### src/rtl/mem_stage.sv
// MEM pipeline stage: drives the data memory, stalls upstream until ack or timeout,
// and loads the MEM/WB register (bubbles while stalled, cleared on flush).
module mem_stage (
    input  logic        clk,
    input  logic        rst,
    input  logic        interrupt,
    input  logic        Memwrite_i,
    input  logic        MemToReg_i,
    input  logic        Regwrite_i,
    input  logic        lb_i,
    input  logic        jal_i,
    input  logic        lui_i,
    input  logic        halt_i,
    input  logic        eret_i,
    input  logic [4:0]  rw_i,
    input  logic [4:0]  desreg_i,
    input  logic [31:0] ALU_i,
    input  logic [31:0] mem_din_i,
    input  logic [31:0] wb_data_i,
    input  logic [31:0] PC_i,
    output logic        dmem_req,
    output logic        dmem_we,
    output logic [9:0]  dmem_addr,
    output logic [31:0] dmem_wdata,
    input  logic [31:0] dmem_rdata,
    input  logic        dmem_ack,
    output logic        stall_o,
    output logic        bus_err_o,
    output logic [4:0]  rw_o,
    output logic [4:0]  desreg_o,
    output logic [31:0] wb_data_o,
    output logic [31:0] PC_o,
    output logic        Regwrite_o,
    output logic        halt_o,
    output logic        eret_o
);
    typedef enum logic [1:0] {IDLE, ACCESS, ERR} state_t;

    state_t      state_q = IDLE;
    state_t      state_d;
    logic [3:0]  cnt_q = '0;
    logic [3:0]  cnt_d;

    logic [4:0]  rw_q       = '0;
    logic [4:0]  desreg_q   = '0;
    logic [31:0] wb_data_q  = '0;
    logic [31:0] pc_q       = '0;
    logic        regwrite_q = 1'b0;
    logic        halt_q     = 1'b0;
    logic        eret_q     = 1'b0;

    logic        mem_op;
    logic        flush;
    logic        load_wb;
    logic        regwrite_d;
    logic [7:0]  rd_byte;
    logic [31:0] load_data;
    logic [31:0] wb_sel;
    logic        unused_ok;

    // jal/lui results arrive already folded into wb_data_i; upper address bits are outside the 1K-word RAM.
    assign unused_ok = ^{jal_i, lui_i, ALU_i[31:12]};

    assign mem_op     = Memwrite_i | MemToReg_i;
    assign flush      = interrupt | eret_q;
    assign dmem_addr  = ALU_i[11:2];
    assign dmem_wdata = mem_din_i;

    always_comb begin
        rd_byte = dmem_rdata[7:0];
        case (ALU_i[1:0])
            2'd0: rd_byte = dmem_rdata[7:0];
            2'd1: rd_byte = dmem_rdata[15:8];
            2'd2: rd_byte = dmem_rdata[23:16];
            2'd3: rd_byte = dmem_rdata[31:24];
            default: rd_byte = dmem_rdata[7:0];
        endcase
    end

    assign load_data = lb_i ? {{24{rd_byte[7]}}, rd_byte} : dmem_rdata;
    assign wb_sel    = MemToReg_i ? load_data : wb_data_i;

    always_comb begin
        state_d    = state_q;
        cnt_d      = cnt_q;
        stall_o    = 1'b0;
        dmem_req   = 1'b0;
        dmem_we    = 1'b0;
        bus_err_o  = 1'b0;
        load_wb    = 1'b0;
        regwrite_d = Regwrite_i;
        case (state_q)
            IDLE: begin
                if (mem_op && !flush) begin
                    state_d = ACCESS;
                    cnt_d   = 4'd0;
                    stall_o = 1'b1;
                end else begin
                    load_wb = 1'b1;
                end
            end
            ACCESS: begin
                dmem_req = 1'b1;
                dmem_we  = Memwrite_i;
                if (dmem_ack) begin
                    load_wb = 1'b1;
                    state_d = IDLE;
                end else begin
                    stall_o = 1'b1;
                    cnt_d   = cnt_q + 4'd1;
                    // The counter hits 15 on this edge: fifteen unacknowledged cycles is the limit.
                    if (cnt_q == 4'd14) begin
                        state_d = ERR;
                    end
                end
            end
            ERR: begin
                bus_err_o  = 1'b1;
                load_wb    = 1'b1;
                regwrite_d = 1'b0;
                state_d    = IDLE;
            end
            default: state_d = IDLE;
        endcase
        if (flush) begin
            state_d = IDLE;
            cnt_d   = 4'd0;
        end
    end

    always_ff @(posedge clk) begin
        if (rst) begin
            state_q    <= IDLE;
            cnt_q      <= '0;
            rw_q       <= '0;
            desreg_q   <= '0;
            wb_data_q  <= '0;
            pc_q       <= '0;
            regwrite_q <= 1'b0;
            halt_q     <= 1'b0;
            eret_q     <= 1'b0;
        end else begin
            state_q <= state_d;
            cnt_q   <= cnt_d;
            // Flushes and stall bubbles both leave an all-zero MEM/WB entry.
            if (flush || !load_wb) begin
                rw_q       <= '0;
                desreg_q   <= '0;
                wb_data_q  <= '0;
                pc_q       <= '0;
                regwrite_q <= 1'b0;
                halt_q     <= 1'b0;
                eret_q     <= 1'b0;
            end else begin
                rw_q       <= rw_i;
                desreg_q   <= desreg_i;
                wb_data_q  <= wb_sel;
                pc_q       <= PC_i;
                regwrite_q <= regwrite_d;
                halt_q     <= halt_i;
                eret_q     <= eret_i;
            end
        end
    end

    assign rw_o       = rw_q;
    assign desreg_o   = desreg_q;
    assign wb_data_o  = wb_data_q;
    assign PC_o       = pc_q;
    assign Regwrite_o = regwrite_q;
    assign halt_o     = halt_q;
    assign eret_o     = eret_q;
endmodule

### config.mk
export PLATFORM = sky130hd
export DESIGN_NAME = mem_stage
export DESIGN_NICKNAME = d
export VERILOG_FILES = /design/src/rtl/mem_stage.sv
export SDC_FILE = /design/constraint.sdc
export NUM_CORES = 1
export LEC_CHECK = 0
export CAP_MARGIN = 20
export CORE_AREA = 2 2 120 122
export CTS_BUF_LIST = sky130_fd_sc_hd__clkbuf_16
export CTS_CLUSTER_SIZE = 20
export DETAILED_ROUTE_END_ITERATION = 6
export DIE_AREA = 0 0 122 124
export GPL_TIMING_DRIVEN = 0
export PLACE_DENSITY = 0.72
export SLEW_MARGIN = 20
export SYNTH_ARGS = -nofsm -noshare
export SYNTH_HDL_FRONTEND = slang
export SYNTH_SLANG_ARGS = --single-unit
### constraint.sdc
create_clock -name clk -period 2.4 [get_ports clk]
set_input_delay 0.36 -clock clk [delete_from_list [all_inputs] [get_ports clk]]
set_output_delay 0.36 -clock clk [all_outputs]
set_load 0.05 [all_outputs]
# Word level (Yosys, flattened, before mapping)
# Index checks and enable logic that the tools add are counted.
# W data, S select, Z words.
# op_classes
bitwise	2
div	0
eq_ne	9
n_mux	19
order_cmp	0
addsub	1
mul	0
reduce_logical	12
shift	0
# ops
op	count
$mux W32	2
$pmux W8 S4	1
$mux W4	2
$pmux W4 S2	1
$mux W1	7
$eq A2 B2 Y1 const B	3
$mux W2	3
$add A4 B1 Y4 const B	1
$eq A2 B1 Y1 const B	2
$eq A4 B4 Y1 const B	1
$logic_not A2 Y1	2
$ne A2 B2 Y1 const B	2
$pmux W2 S2	1
$reduce_or A2 Y1	2
$ne A3 B3 Y1 const B	1
$pmux W1 S3	1
$reduce_and A3 Y1	1
$reduce_or A3 Y1	1
$logic_not A1 Y1	2
$or A1 B1 Y1	2
$pmux W1 S2	1
$reduce_and A2 Y1	1
$reduce_bool A2 Y1	1
$logic_and A1 B1 Y1	1
$logic_or A1 B1 Y1	1
# word_totals
romBits	0
ram_bits	0
mem_count	0
wordCells	52
reg_bits	83
latch_bits	0
inputBits	182

# Longest topological paths before layout
# Gate-level depths: netlist (run 1).
# logic_depth
depth_word	8
depth_mapped	5

# Worst setup path before layout (run 1)
# Ideal clock, no wire load.
# synth_path
kind	register to output
startpoint	reg state_q[0]
endpoint	out dmem_we
arrival_ps	1689
required_ps	2040
setup_slack_ps	351
path_stages_with_launch	3
n_path_buf	0
path_cell_list	dfxtp_1 nor2b_1 and2_1
# synth_via
elab_chain_cells	2
# synth_lines
element	line	source
from (decl)	39	state_t state_q = IDLE;
from (signal assigned)	143	state_q <= state_d;
$eq A2 B1 Y1	92	case (state_q)
$mux W1	92	
to (decl)	22	output logic dmem_we,
# No other way between the ends.

# Worst setup path in the final report (run 1)
# layout_path
startpoint	in Memwrite_i
endpoint	out stall_o
# layout_via
elab_chain_cells	4
# layout_lines
element	line	source
from (decl)	7	input logic Memwrite_i,
$or A1 B1 Y1	64	assign mem_op = Memwrite_i | MemToReg_i;
$logic_and A1 B1 Y1	94	if (mem_op && !flush) begin
$mux W1	94	
$pmux W1 S2	92	
to (decl)	27	output logic stall_o,
# No other way between the ends.

==> impl_results.md, run 1 <==
* Hold Crit Class: reg -> reg
* First-pass GRT wire length at 17600 um
* Outcome: finished clean
* Met3 Use GR at 3.89%
* Worst reg2reg path depth at 4
* LEAKAGE at 2.48 nW
* CTS max path bufs at 2
* Area of the multi-input gates at 0.00129 mm2
* Routed Antenna Nets at 0
* Row cnt at 43
* Synthesized area per cell at 9.69 um2
* Initial DRC count at 116
* Met1 usage at 17.1%
* Area growth, synth to finish at 84.7%
* Crit path capture type: primary output
* Post-synth EDFFs at 0
* M2 GR Usage at 27.4%
* HP Start: cnt_q[3]
* Ant diodes at 0
* GPL Wtd Cong at 0.807
* Worst path required time at 2.04 ns
* Routed vias at 3375
* CP Launch Type: input port
* Pins Over Slew Limit at 0
* Count of cell types in the netlist at 33
* VDD IR max at 0.000289 V
* Root buf cell: clkbuf_16
* Fin Hold WS at 0.491 ns
* Top-Level Pins at 305
* Total global routing overflow at 0
* WHS Endpoint: state_q[1]
* Sequential cell area at 0.00166 mm2
* Fmax at 427 MHz
* Endpoints failing setup at 0
* Final Cell Area at 0.00630 mm2
* Post-DP HPWL at 9880 um
* Vias in the first global route at 3481
* CTS tree: built
* Clock-pin slew on the worst setup and hold paths at 0.06 ns
* CTS buffer count at 9
* GRT Total Usage at 15.4%
* GR peak layer: met2
* Hold path cells at 2
* Inst Count DP at 768
* Clock sink total at 83
* R2R Path Start: state_q[1]
* Max_slew headroom at 44.6%
* Largest net degree at the start of global routing at 16
* Final Util at 45.9%
* Final WS setup at 0.0557 ns
* Final setup skew at 0.00447 ns
* CTS Hold Buffers Added at 0
* Seq/Total Area, Yosys at 48.7%
* Crit Path Max Fanout at 4
* Dominant cell type by area after synthesis: dfxtp_1
* Fraction of registers with async set/reset at 0%
* Reg-to-reg slack, setup at 0.53 ns
* DRC Markers at 0
* Initial Util at 24.9%
* Final Cycle Share at 97.7%
* Syn Inst Count at 352
* Pwr Total at 3.59 mW
* CTS H-tree depth at 3
* Via density at 4.30
* Setup TNS at 0 ns
* Setup crit start: Memwrite_i
* Non-Filler Instances at 784
* RSZ-0062 raised after global routing: no
* Max_cap viols at 0
* Yosys Warn Count at 0
* Drt pass-1 iters at 4
* Share of cells above drive strength 1 at 12.7%
* FF+latch count, synth at 83
* Die area at 0.0151 mm2
* Syn Nets at 536
* Post-Syn Area at 0.00341 mm2
* PD cells at 570 mW/mm2
* Buffers on Ports at 236
* Clk Latency, worst-skew pair at 0.33 ns
* Reg2reg end: wb_data_o[18]
* Measured slew at the worst slew-check pin at 0.831 ns
* Fill count at 1301
* Hold violation count in the final report at 0
* Worst Path Arrival at 1.98 ns
* Placed Area at 0.00600 mm2
* Die Wd at 122 um
* Primary FF master, synth: dfxtp_1
* Synth area leaders: dfxtp_1, buf_4, and2_1
* Die height at 124 um
* Total wire length at 11900 um
* Nets at 783
* Setup CP Type: in -> out
* Initial antenna violation count at 0
* Minimum clock period at 2.34 ns
* Wire per inst at 15.2 um
* Yosys top cell area share at 48.7%
* Pre-CTS setup slack at -0.393 ns
* Core area at 0.0137 mm2
[report_power, final]
part | internal [mW] | switching [mW]
logic | 0.379 | 0.422
clock network | 0.811 | 0.560
registers | 1.41 | 0.00975
total | 2.60 | 0.992
[flip-flops by register name, summed over array words and instances (netlist names)]
signal and flops:
rw_o 5, eret_o 1, cnt_q 4, Regwrite_o 1
desreg_o 5, halt_o 1, PC_o 32, wb_data_o 32
state_q 2
[cells in the final DEF, fill, tap and decap left out, types with 7 or more instances in the layout]
| cell type | instances |
|---|---|
| clkdlybuf4s50_1 | 234 |
| dfxtp_1 | 83 |
| and2_1 | 46 |
| buf_4 | 42 |
| a211oi_1 | 32 |
| nand2b_1 | 27 |
| nor2_1 | 26 |
| o21ai_0 | 13 |
| clkbuf_1 | 11 |
| inv_1 | 9 |
| clkbuf_16 | 9 |
| buf_2 | 8 |
| nor3b_1 | 8 |
| mux2i_1 | 7 |
| o221a_2 | 7 |
[worst max path at each step]
| stage | depth (start not counted) | slack [ns] | end |
|---|---|---|---|
| floorplan | 2 | 0.35 | dmem_we |
| global placement | 5 | -0.38 | stall_o |
| detailed placement | 5 | -0.39 | stall_o |
| CTS | 3 | 0.04 | dmem_we |
| finish | 5 | 0.06 | stall_o |
| global route | 5 | 0.005 | stall_o |
[worst max-delay path, cell delays in order]
cell and delay, ns:
clkdlybuf4s50_1 0.50, o21bai_1 0.16, or4_1 0.49, nand2_1 0.10
clkdlybuf4s18_2 0.37
[synthesized netlist by cell type, types with 2 or more instances]
cell type	instances
nand2_1	2
dfxtp_1	83
o221a_2	7
buf_6	2
buf_2	8
nand3_1	2
buf_4	42
or3_1	3
a21oi_1	4
a211oi_1	32
o21ai_0	13
mux2i_1	7
nor3b_1	8
nand2b_1	27
ha_1	2
nor3_1	5
nor2_1	26
clkbuf_1	11
and2_1	46
inv_1	9
[area by class of cell]
type | count | share of cell area [%]
multi-input combinational | 196 | 20.5
clock inverter | 7 | 1.21
clock buffer | 9 | 3.57
inverter | 10 | 0.595
timing repair buffer | 236 | 37.5
tap | 180 | 3.57
buffer | 63 | 6.65
sequential | 83 | 26.4
[layer usage]
layer | up-vias | wire length [um]
met5 | - | 0
met4 | 0 | 294
met3 | 19 | 1130
met2 | 199 | 5970
met1 | 1514 | 4500
li1 | 1643 | -
[cells by family (layout without fill, tap and decap cells)]
group	after synthesis	after routing	synth area share, %
AND/OR/NAND/NOR	125	125	21.2
flip-flops	83	83	48.7
buffers and inverters	73	325	13.4
AO/OA/AOI/OAI	61	61	13.3
multiplexers	8	8	2.71
adder cells (fa/ha/maj)	2	2	0.733
[what timing repair did]
action	CTS	global route
setup endpoints to repair	1	2
gates resized for setup	3	2
buffers inserted	0	0
Power figures use the tool's default switching activity.
==> run 2: changes to the inputs <==
Settings changed: SLEW_MARGIN 20 to not set.
==> results of run 2 <==
Final layout, timing and power as in run 1 (identical DEF).
